<file path="src/rtl/mips_wb_regfile_pkg.sv">
// Shared MIPS definitions: opcodes, instruction field positions and the
// writeback/regfile state type. Imported by the regfile and the hazard unit.
package mips_pkg;

    localparam int DATA_W   = 32;
    localparam int INST_W   = 32;
    localparam int ADDR_W   = 5;
    localparam int NUM_REGS = 32;

    localparam logic [5:0] OP_RTYPE = 6'h00;
    localparam logic [5:0] OP_J     = 6'h02;
    localparam logic [5:0] OP_BEQ   = 6'h04;
    localparam logic [5:0] OP_BNE   = 6'h05;
    localparam logic [5:0] OP_SW    = 6'h2B;

    localparam int OP_MSB = 31;
    localparam int OP_LSB = 26;
    localparam int RS_MSB = 25;
    localparam int RS_LSB = 21;
    localparam int RT_MSB = 20;
    localparam int RT_LSB = 16;
    localparam int RD_MSB = 15;
    localparam int RD_LSB = 11;

    localparam logic [ADDR_W-1:0] REG_ZERO = 5'd0;

    typedef enum logic {
        IDLE,
        CLEAR
    } wb_state_t;

endpackage

</file>
<file path="src/rtl/mips_wb_regfile_if.sv">
// Writeback / register-file bus: writeback handshake, two read ports,
// clear control and the committed-write report.
interface mips_wb_regfile_if;
    import mips_pkg::*;

    logic              wb_valid;
    logic              wb_ready;
    logic [INST_W-1:0] wb_inst;
    logic [DATA_W-1:0] wb_result;
    logic [ADDR_W-1:0] rs_addr;
    logic [ADDR_W-1:0] rt_addr;
    logic [DATA_W-1:0] rs_data;
    logic [DATA_W-1:0] rt_data;
    logic              clr_req;
    logic              clr_busy;
    logic              wr_en_o;
    logic [ADDR_W-1:0] wr_addr_o;

    modport master (
        output wb_valid, wb_inst, wb_result, rs_addr, rt_addr, clr_req,
        input  wb_ready, rs_data, rt_data, clr_busy, wr_en_o, wr_addr_o
    );

    modport slave (
        input  wb_valid, wb_inst, wb_result, rs_addr, rt_addr, clr_req,
        output wb_ready, rs_data, rt_data, clr_busy, wr_en_o, wr_addr_o
    );

endinterface

</file>
<file path="src/rtl/mips_wb_regfile_dest_decode.sv">
// Maps an instruction to its destination register: rd for R-type, none for
// j/beq/bne/sw, rt otherwise. Shared with the hazard unit.
module mips_wb_dest_decode
    import mips_pkg::*;
(
    input  logic [INST_W-1:0] inst,
    output logic              has_dest,
    output logic [ADDR_W-1:0] dest
);

    logic [5:0] op;
    logic       unused_bits;

    assign op          = inst[OP_MSB:OP_LSB];
    assign unused_bits = ^{inst[RS_MSB:RS_LSB], inst[RD_LSB-1:0]};

    always_comb begin
        has_dest = 1'b1;
        dest     = inst[RT_MSB:RT_LSB];
        case (op)
            OP_RTYPE: dest = inst[RD_MSB:RD_LSB];
            OP_J, OP_BEQ, OP_BNE, OP_SW: begin
                has_dest = 1'b0;
                dest     = REG_ZERO;
            end
            default: ;
        endcase
    end

endmodule

</file>
<file path="src/rtl/mips_wb_regfile.sv">
// Writeback stage plus 32x32 register file with a sequenced clear engine.
// Define WB_BYPASS_EN to forward a committing result onto the read ports.
module mips_wb_regfile
    import mips_pkg::*;
(
    input  logic               clk,
    input  logic               rst,
    mips_wb_regfile_if.slave   bus
);

    logic [DATA_W-1:0] regs [NUM_REGS];
    wb_state_t         state_q;
    wb_state_t         state_d;
    logic [ADDR_W-1:0] clr_cnt;
    logic              has_dest;
    logic [ADDR_W-1:0] dest;
    logic              commit;

    mips_wb_dest_decode u_dest_decode (
        .inst     (bus.wb_inst),
        .has_dest (has_dest),
        .dest     (dest)
    );

    assign bus.wb_ready = (state_q == IDLE);
    assign bus.clr_busy = (state_q == CLEAR);
    assign commit       = bus.wb_valid & bus.wb_ready & has_dest & (dest != REG_ZERO);

    always_ff @(posedge clk or posedge rst) begin
        if (rst) state_q <= IDLE;
        else     state_q <= state_d;
    end

    always_comb begin
        state_d = state_q;
        case (state_q)
            IDLE:    if (bus.clr_req) state_d = CLEAR;
            CLEAR:   if (clr_cnt == ADDR_W'(NUM_REGS - 1)) state_d = IDLE;
            default: state_d = IDLE;
        endcase
    end

    // Counter is zero on entry to CLEAR and wraps 31 -> 0 on the last step
    always_ff @(posedge clk or posedge rst) begin
        if (rst)                     clr_cnt <= '0;
        else if (state_q == CLEAR)   clr_cnt <= clr_cnt + 5'd1;
        else                         clr_cnt <= '0;
    end

    always_ff @(posedge clk or posedge rst) begin
        if (rst) begin
            for (int i = 0; i < NUM_REGS; i++) regs[i] <= '0;
        end else if (state_q == CLEAR) begin
            regs[clr_cnt] <= '0;
        end else if (commit) begin
            regs[dest] <= bus.wb_result;
        end
    end

    always_ff @(posedge clk or posedge rst) begin
        if (rst) begin
            bus.wr_en_o   <= 1'b0;
            bus.wr_addr_o <= REG_ZERO;
        end else begin
            bus.wr_en_o <= commit;
            if (commit) bus.wr_addr_o <= dest;
        end
    end

    // commit already excludes CLEAR and $0, so forwarding needs no extra guard
    always_comb begin
        bus.rs_data = (bus.rs_addr == REG_ZERO) ? '0 : regs[bus.rs_addr];
        bus.rt_data = (bus.rt_addr == REG_ZERO) ? '0 : regs[bus.rt_addr];
`ifdef WB_BYPASS_EN
        if (commit && (bus.rs_addr == dest)) bus.rs_data = bus.wb_result;
        if (commit && (bus.rt_addr == dest)) bus.rt_data = bus.wb_result;
`else
`endif
    end

endmodule

</file>
<file path="src/flat_wrapper.sv">
// flat-port wrapper written by rule: the top's interface ports become plain ports
module mips_wb_regfile_flat import mips_pkg::*;
  (clk, rst, bus_wb_valid, bus_wb_inst, bus_wb_result, bus_rs_addr, bus_rt_addr, bus_clr_req, bus_wb_ready, bus_rs_data, bus_rt_data, bus_clr_busy, bus_wr_en_o, bus_wr_addr_o);
  mips_wb_regfile_if bus_i ();
  input  logic clk;
  input  logic rst;
  input wire logic [$bits(bus_i.wb_valid)-1:0] bus_wb_valid;
  input wire logic [$bits(bus_i.wb_inst)-1:0] bus_wb_inst;
  input wire logic [$bits(bus_i.wb_result)-1:0] bus_wb_result;
  input wire logic [$bits(bus_i.rs_addr)-1:0] bus_rs_addr;
  input wire logic [$bits(bus_i.rt_addr)-1:0] bus_rt_addr;
  input wire logic [$bits(bus_i.clr_req)-1:0] bus_clr_req;
  output wire logic [$bits(bus_i.wb_ready)-1:0] bus_wb_ready;
  output wire logic [$bits(bus_i.rs_data)-1:0] bus_rs_data;
  output wire logic [$bits(bus_i.rt_data)-1:0] bus_rt_data;
  output wire logic [$bits(bus_i.clr_busy)-1:0] bus_clr_busy;
  output wire logic [$bits(bus_i.wr_en_o)-1:0] bus_wr_en_o;
  output wire logic [$bits(bus_i.wr_addr_o)-1:0] bus_wr_addr_o;
  assign bus_i.wb_valid = bus_wb_valid;
  assign bus_i.wb_inst = bus_wb_inst;
  assign bus_i.wb_result = bus_wb_result;
  assign bus_i.rs_addr = bus_rs_addr;
  assign bus_i.rt_addr = bus_rt_addr;
  assign bus_i.clr_req = bus_clr_req;
  assign bus_wb_ready = bus_i.wb_ready;
  assign bus_rs_data = bus_i.rs_data;
  assign bus_rt_data = bus_i.rt_data;
  assign bus_clr_busy = bus_i.clr_busy;
  assign bus_wr_en_o = bus_i.wr_en_o;
  assign bus_wr_addr_o = bus_i.wr_addr_o;
  mips_wb_regfile u_core (.clk(clk), .rst(rst), .bus(bus_i));
endmodule
</file>
<file path="config.mk">
export PLATFORM = sky130hd
export DESIGN_NAME = mips_wb_regfile_flat
export DESIGN_NICKNAME = d
export VERILOG_FILES = /design/src/rtl/mips_wb_regfile_pkg.sv /design/src/rtl/mips_wb_regfile_if.sv /design/src/rtl/mips_wb_regfile_dest_decode.sv /design/src/rtl/mips_wb_regfile.sv /design/src/flat_wrapper.sv
export SDC_FILE = /design/constraint.sdc
export NUM_CORES = 2
export LEC_CHECK = 0
export CORE_ASPECT_RATIO = 0.8
export CORE_MARGIN = 2
export CORE_UTILIZATION = 30
export CTS_CLUSTER_DIAMETER = 200
export CTS_CLUSTER_SIZE = 10
export DETAILED_ROUTE_END_ITERATION = 10
export DONT_BUFFER_PORTS = 1
export PLACE_DENSITY = 0.53
export SETUP_SLACK_MARGIN = 0.2
export SLEW_MARGIN = 5
export SYNTH_ARGS = -nofsm -noshare
export SYNTH_HDL_FRONTEND = slang
export SYNTH_SLANG_ARGS = --single-unit
</file>
<file path="constraint.sdc">
create_clock -name clk -period 93.7 [get_ports clk]
set_input_delay 28.11 -clock clk [delete_from_list [all_inputs] [get_ports clk]]
set_output_delay 28.11 -clock clk [all_outputs]
set_load 0.01 [all_outputs]
</file>
Word level (Yosys, flattened, before mapping)
Index checks and enable logic that the tools add are counted.

cells by class
  add/sub/neg operators = 1
  magnitude comparators = 6
  equal/unequal tests = 5
  mux-type cells = 21
  bitwise logic cells = 10
  reductions and logical operators = 8

operators with widths
  operator                                                                       number
  1024-bit 2-to-1 mux                                                            2
  1024-bit bitwise AND                                                           1
  1024-bit bitwise mux                                                           1
  1024-bit NOT                                                                   1
  32-bit binary-select mux with 5-bit select                                     2
  32-bit demux with 5-bit select                                                 2
  32-bit 2-to-1 mux                                                              8
  6-bit greater-or-equal comparator (second input constant)                      4
  5-bit NOT with 6-bit output                                                    4
  6-bit by 3-bit == test with 1-bit output (second input constant)               2
  6-bit by 1-bit less-than comparator with 1-bit output (second input constant)  2
  5-bit zero test                                                                2
  5-bit case mux with 2 select lines                                             1
  6-bit by 2-bit == test with 1-bit output (second input constant)               1
  6-bit == test (second input constant)                                          1
  6-bit zero test                                                                1
  5-bit by 1-bit adder with 5-bit output (second input constant)                 1
  5-bit == test (second input constant)                                          1
  5-bit 2-to-1 mux                                                               1
  5-bit nonzero test                                                             1
  4-bit OR reduction                                                             1
  1-bit bitwise AND                                                              3
  1-bit 2-to-1 mux                                                               3
  1-bit logical AND                                                              2
  other kinds (3)                                                                3

storage, ports and cells
  register bits after elaboration = 1036
  input port bits = 78
  output and inout port bits = 72
  word-level logic and storage cells = 87

Logic depth before layout (Yosys ltp)
  depth in word-level cells = 11
  gate-level depth with buffers = 10
  depth with buffers taken out = 6

Hierarchy
From an unflattened synthesis, not the netlist that was laid out.

second synthesis, totals
  cells, all modules = 3828
  area total of the unflattened synthesis = 53562.6 sq um

by module, submodules not included
  module               cells an instance  area an instance (sq um)  seq. area each (sq um)  times used
  mips_wb_regfile      3811               53422.5                   25924.9                 1
  mips_wb_dest_decode  17                 140.1                     0.0                     1

Least setup slack after synthesis
No wires, ideal clock.

  kind = input to output
  start point = input port bus_rs_addr[0]
  end point = output port bus_rs_data[27]
  data required time = 65.590 ns
  data arrival time = 30.336 ns
  stages on the path = 7
  path buffers = 3
  setup slack = 35.254 ns
  cell sequence = clkbuf_1 buf_2 buf_1 mux4_2 mux4_2 mux2i_1 nor2_1

between the ends
  longest elaborated chain between the ends = 5
  elaborated cells on any way between the ends = 6
  classes of those cells = 4 x mux; 1 x bitwise; 1 x reduce/logical

RTL lines
  item                                                   line                   source
  from (decl)                                            flat_wrapper.sv:10     input wire logic [$bits(bus_i.rs_addr)-1:0] bus_rs_addr;
  5-bit NOT with 6-bit output (implied by the code)      mips_wb_regfile.sv:72  bus.rs_data = (bus.rs_addr == REG_ZERO) ? '0 : regs[bus.rs_addr];
  32-bit binary-select mux with 5-bit select             mips_wb_regfile.sv:72
  32-bit 2-to-1 mux (implied by the code) (2 in series)  mips_wb_regfile.sv:72
  32-bit 2-to-1 mux *                                    mips_wb_regfile.sv:72
  to (decl)                                              flat_wrapper.sv:14     output wire logic [$bits(bus_i.rs_data)-1:0] bus_rs_data;

Every way passes the cells marked *; elsewhere a longest branch is shown, timed or not. The select of a mux whose other input is x is not followed.

Worst setup path in the final report
  start point = input port bus_rs_addr[0]
  end point = output port bus_rs_data[1]

The elaborated chain is that of the path after synthesis.

==> tab_implementation.tex <==
\begin{tabular}{lr}
\hline
Metric & Value \\
\hline
\multicolumn{2}{l}{\textbf{Setup path}} \\
Number of logic stages on the critical path including buffering & 4 \\
Capturing point of the worst reg2reg path & u\_core.regs[828]\$\_DFFE\_PP0P\_ \\
Data required time at the worst endpoint & 65.59 ns \\
Kind of critical path & input port to output pin \\
CP delay by family, top & multiplexers \\
Depth of the most critical reg-to-reg path & 6 \\
Buf+Inv Stages, Crit Path & 0 \\
Critical register-to-register path startpoint & u\_core.bus.clr\_busy\$\_DFF\_PP0\_ \\
Start point of the critical path & bus\_rs\_addr[0] \\
Worst EP arrival & 30.62 ns \\
Reg-to-reg slack, setup & 89.65 ns \\
Slowest cell on crit path & sky130\_fd\_sc\_hd\_\_mux4\_2 \\
Cell seen most often among critical-path stages & sky130\_fd\_sc\_hd\_\_mux4\_2 \\
Largest stage delay, worst path & 0.75 ns \\
Critical path startpoint category & input port \\
Max Fanout on Critical Path & 257 \\
Worst setup path endpoint & bus\_rs\_data[1] \\
Crit path capture type & output pin \\
Ordered cell list for the critical path & mux4\_2, mux4\_2, mux2i\_1, nor2\_1 \\
\multicolumn{2}{l}{\textbf{Placement}} \\
DP HPWL & 117000 µm \\
Port-buffer cells & 0 \\
\# placed instances & 7094 \\
Instance area after placement & 58700 µm² \\
RePlAce Congestion & 0.781 \\
\multicolumn{2}{l}{\textbf{Clocking}} \\
Hold buffer count at CTS & 0 \\
TritonCTS clock tree & done \\
Total number of clock tree sinks & 1036 \\
Number of buffers created by CTS & 113 \\
Insertion delay to the later sink of the worst-skew pair & 0.76 ns \\
H-tree level count & 3 \\
Resized Gates After CTS & 0 \\
Bufs on Longest Clock Path & 3 \\
Clock input transition at the sequential cells of the worst setup and hold paths & 0.06 ns \\
Master cell of the clock root buffer & sky130\_fd\_sc\_hd\_\_clkbuf\_16 \\
Total setup buffers inserted after CTS & 0 \\
\multicolumn{2}{l}{\textbf{Layout}} \\
Synthesis-to-finish area growth & 8.21\% \\
FF/Latch Area & 25900 µm² \\
Final core occ & 32.6\% \\
Post-Layout Cell Count & 7213 \\
Area occupied by multi-input gates & 28700 µm² \\
Fillers & 18.9k \\
Final non-filler cell area & 61600 µm² \\
Share of final-layout standard cells stronger than drive strength 1 & 21.8\% \\
Antenna diode instance count & 0 \\
Number of nets at the end of the flow & 4755 \\
\multicolumn{2}{l}{\textbf{Floorplan}} \\
Area enclosed by the die boundary & 193000 µm² \\
Initial Utilization & 30.1\% \\
Die H & 394 µm \\
Placeable Area & 189000 µm² \\
Die Wd & 491 µm \\
Row Count & 143 \\
I/O pin total & 150 \\
\multicolumn{2}{l}{\textbf{Pwr}} \\
Cell-internal power & 0.723 mW \\
Power after layout & 1.01 mW \\
Pwr per Cell Area & 16.4 nW/µm² \\
Net switching share of the total power & 28.6\% \\
Power share of the combinational group & 12.6\% \\
Net switching power & 0.289 mW \\
Largest vdd supply drop & 0.0149 mV \\
Clock Power Share & 39.7\% \\
Sequential power share & 47.7\% \\
Static Leak & 24.3 nW \\
\multicolumn{2}{l}{\textbf{Timing}} \\
Fin Setup TNS & 0 ns \\
Final Hold Fails & 0 \\
Tcrit/Tclk final & 62.7\% \\
Count of final setup violators & 0 \\
Fmax achieved & 0.0170 GHz \\
Clock skew after layout & 0.0448 ns \\
Worst slew margin relative to its limit & 13.7\% \\
Slew at the pin with the worst max-slew slack & 1.28 ns \\
Setup repair after global routing missed its margin & false \\
Min cycle time layout & 58.73 ns \\
Final number of max-transition violations & 0 \\
\multicolumn{2}{l}{\textbf{Global route}} \\
Overall global routing resource usage & 22.5\% \\
Number of antenna violations at the first check in global routing & 4 \\
Leftover overflow at the end of global routing & 0 \\
Number of global-route vias before repair & 41.9k \\
Pin count of the biggest net entering global routing & 258 \\
Global-route wire length before repair & 316000 µm \\
\multicolumn{2}{l}{\textbf{Drt}} \\
Routed length per placed instance & 30.7 µm \\
Post-detailed-route count of antenna-violating nets & 0 \\
Drc violations & 0 \\
Drt pass-1 iters & 5 \\
First-iteration detailed-routing DRC count & 5787 \\
Post-detailed-routing wire length & 221000 µm \\
Vias & 42.7k \\
Ratio of routed vias to standard cells & 5.92 \\
\multicolumn{2}{l}{\textbf{Synth}} \\
Dominant register cell in the synthesized netlist & sky130\_fd\_sc\_hd\_\_dfrtp\_1 \\
Synth unique cells & 53 \\
Synthesized netlist net count & 5095 \\
Total of warnings raised by yosys & 0 \\
Combined area of all synthesized cells & 57000 µm² \\
Share of synthesized registers carrying an async set or reset & 100\% \\
Number of enable flip-flop cells after synthesis & 0 \\
Average cell area after synthesis & 11.4 µm² \\
Synthesized instance count & 5012 \\
Sequential element share of the synthesized area & 45.5\% \\
Flip-flop and latch count after synthesis & 1036 \\
\multicolumn{2}{l}{\textbf{Flow run}} \\
Count of max-cap constraint violations & 0 \\
\multicolumn{2}{l}{\textbf{Outcome}} \\
Run status & finished, final reports clean \\
\multicolumn{2}{l}{\textbf{Worst hold path}} \\
Worst min path class & flip-flop to flip-flop \\
\hline
\end{tabular}
synth_stat cells (7+ instances only):
| master | instances | area share [%] |
|---|---|---|
| sky130_fd_sc_hd__buf_2 | 45 | 0.40 |
| sky130_fd_sc_hd__nand3_1 | 321 | 2.8 |
| sky130_fd_sc_hd__nand4_1 | 7 | 0.077 |
| sky130_fd_sc_hd__a32o_1 | 34 | 0.60 |
| sky130_fd_sc_hd__dfrtp_1 | 1036 | 46 |
| sky130_fd_sc_hd__o21ai_0 | 711 | 6.2 |
| sky130_fd_sc_hd__inv_1 | 44 | 0.29 |
| sky130_fd_sc_hd__nand3_2 | 47 | 0.83 |
| sky130_fd_sc_hd__nand2_1 | 1111 | 7.3 |
| sky130_fd_sc_hd__and2_1 | 34 | 0.37 |
| sky130_fd_sc_hd__nor4_4 | 13 | 0.49 |
| sky130_fd_sc_hd__buf_6 | 31 | 0.61 |
| sky130_fd_sc_hd__o21ai_1 | 138 | 1.2 |
| sky130_fd_sc_hd__clkbuf_1 | 395 | 2.6 |
| sky130_fd_sc_hd__o21ai_2 | 52 | 0.80 |
| sky130_fd_sc_hd__mux2i_1 | 131 | 2.3 |
| sky130_fd_sc_hd__mux4_2 | 640 | 25 |
| sky130_fd_sc_hd__buf_1 | 66 | 0.43 |
| sky130_fd_sc_hd__nor2_1 | 76 | 0.50 |
layout make-up:
cell class                      instances  area share, %
Clock buffer                          114           4.63
Clock inverter                          5          0.164
Inverter                               45          0.290
Multi-Input combinational cell       3388           46.6
Sequential cell                      1036           42.1
Tap cell                             2537           5.15
Timing Repair Buffer                   88           1.09
flip-flops by register name, summed over array words and instances (netlist names):
name and flops:
u_core.bus.wr_addr_o 5, u_core.clr_cnt 5, u_core.bus.wr_en_o 1, u_core.bus.clr_busy 1, u_core.regs 1024
power groups by stage:
stage / registers (mW) / clock network, mW / logic [mW]
6_report: 0.482 / 0.402 / 0.127
3_3_place_gp: 0.488 / 0 / 0.123
2_1_floorplan: 0.484 / 0 / 0.0921
3_5_place_dp: 0.489 / 0 / 0.125
5_1_grt: 0.484 / 0.424 / 0.133
4_1_cts: 0.481 / 0.407 / 0.125
through the flow:
step           hold WS (ns)  worst slack [ns]
2_1_floorplan         0.461             35.25
3_3_place_gp          0.473             35.28
3_5_place_dp          0.485             35.26
4_1_cts               0.497             35.26
5_1_grt               0.514             35.17
6_report              0.498             34.97
cells by family after synthesis:
kind of cell             count (synthesis)  share of synthesized area [%]
AND/OR/NAND/NOR                       1645                           13.0
flip-flops                            1036                           45.5
AO/OA/AOI/OAI                          964                           9.32
multiplexers                           772                           27.6
buffers and inverters                  588                           4.42
adder cells (fa/ha/maj)                  5                          0.110
XOR/XNOR                                 2                         0.0308
worst min-delay path: stages, from the launching register on:
cell and delay [ns]:
sky130_fd_sc_hd__dfrtp_1 0.36, sky130_fd_sc_hd__nand2_1 0.05, sky130_fd_sc_hd__o21ai_0 0.06
cell usage in the layout (no fill, tap or decap), types with 5 or more instances in the layout:
cell type and n:
sky130_fd_sc_hd__a32o_1 34, sky130_fd_sc_hd__and2_1 34, sky130_fd_sc_hd__and3_1 5, sky130_fd_sc_hd__buf_4 87, sky130_fd_sc_hd__clkbuf_16 114, sky130_fd_sc_hd__dfrtp_1 1036, sky130_fd_sc_hd__ha_1 5, sky130_fd_sc_hd__inv_1 43
sky130_fd_sc_hd__mux2i_1 131, sky130_fd_sc_hd__mux4_2 640, sky130_fd_sc_hd__nand2_1 1092, sky130_fd_sc_hd__nand2_2 19, sky130_fd_sc_hd__nand3_1 309, sky130_fd_sc_hd__nand3_2 59, sky130_fd_sc_hd__nand4_1 7, sky130_fd_sc_hd__nor2_1 74
sky130_fd_sc_hd__nor2b_1 6, sky130_fd_sc_hd__nor4_4 13, sky130_fd_sc_hd__o21ai_0 711, sky130_fd_sc_hd__o21ai_1 138, sky130_fd_sc_hd__o21ai_2 52
worst min-delay path by stage:
stage	from	slack (ns)	depth (start not counted)	endpoint
after detailed placement	u_core.regs[940]$_DFFE_PP0P_	0.48	2	u_core.regs[940]$_DFFE_PP0P_
after floorplan	u_core.regs[928]$_DFFE_PP0P_	0.46	2	u_core.regs[928]$_DFFE_PP0P_
after CTS	u_core.regs[940]$_DFFE_PP0P_	0.50	2	u_core.regs[940]$_DFFE_PP0P_
final	u_core.regs[978]$_DFFE_PP0P_	0.50	2	u_core.regs[978]$_DFFE_PP0P_
after global routing	u_core.regs[940]$_DFFE_PP0P_	0.51	2	u_core.regs[940]$_DFFE_PP0P_
after global placement	u_core.regs[901]$_DFFE_PP0P_	0.47	2	u_core.regs[901]$_DFFE_PP0P_
per-layer routing:
metal | vias up | routed length [µm] | GRT usage (%)
li1 | 17518 | - | -
met2 | 2422 | 97000 | 33.3
met3 | 395 | 24800 | 6.41
met4 | 0 | 7520 | 7.29
met5 | - | 0 | 0
met1 | 22377 | 91800 | 31.8
No activity file was read; power rests on OpenSTA's default activity.
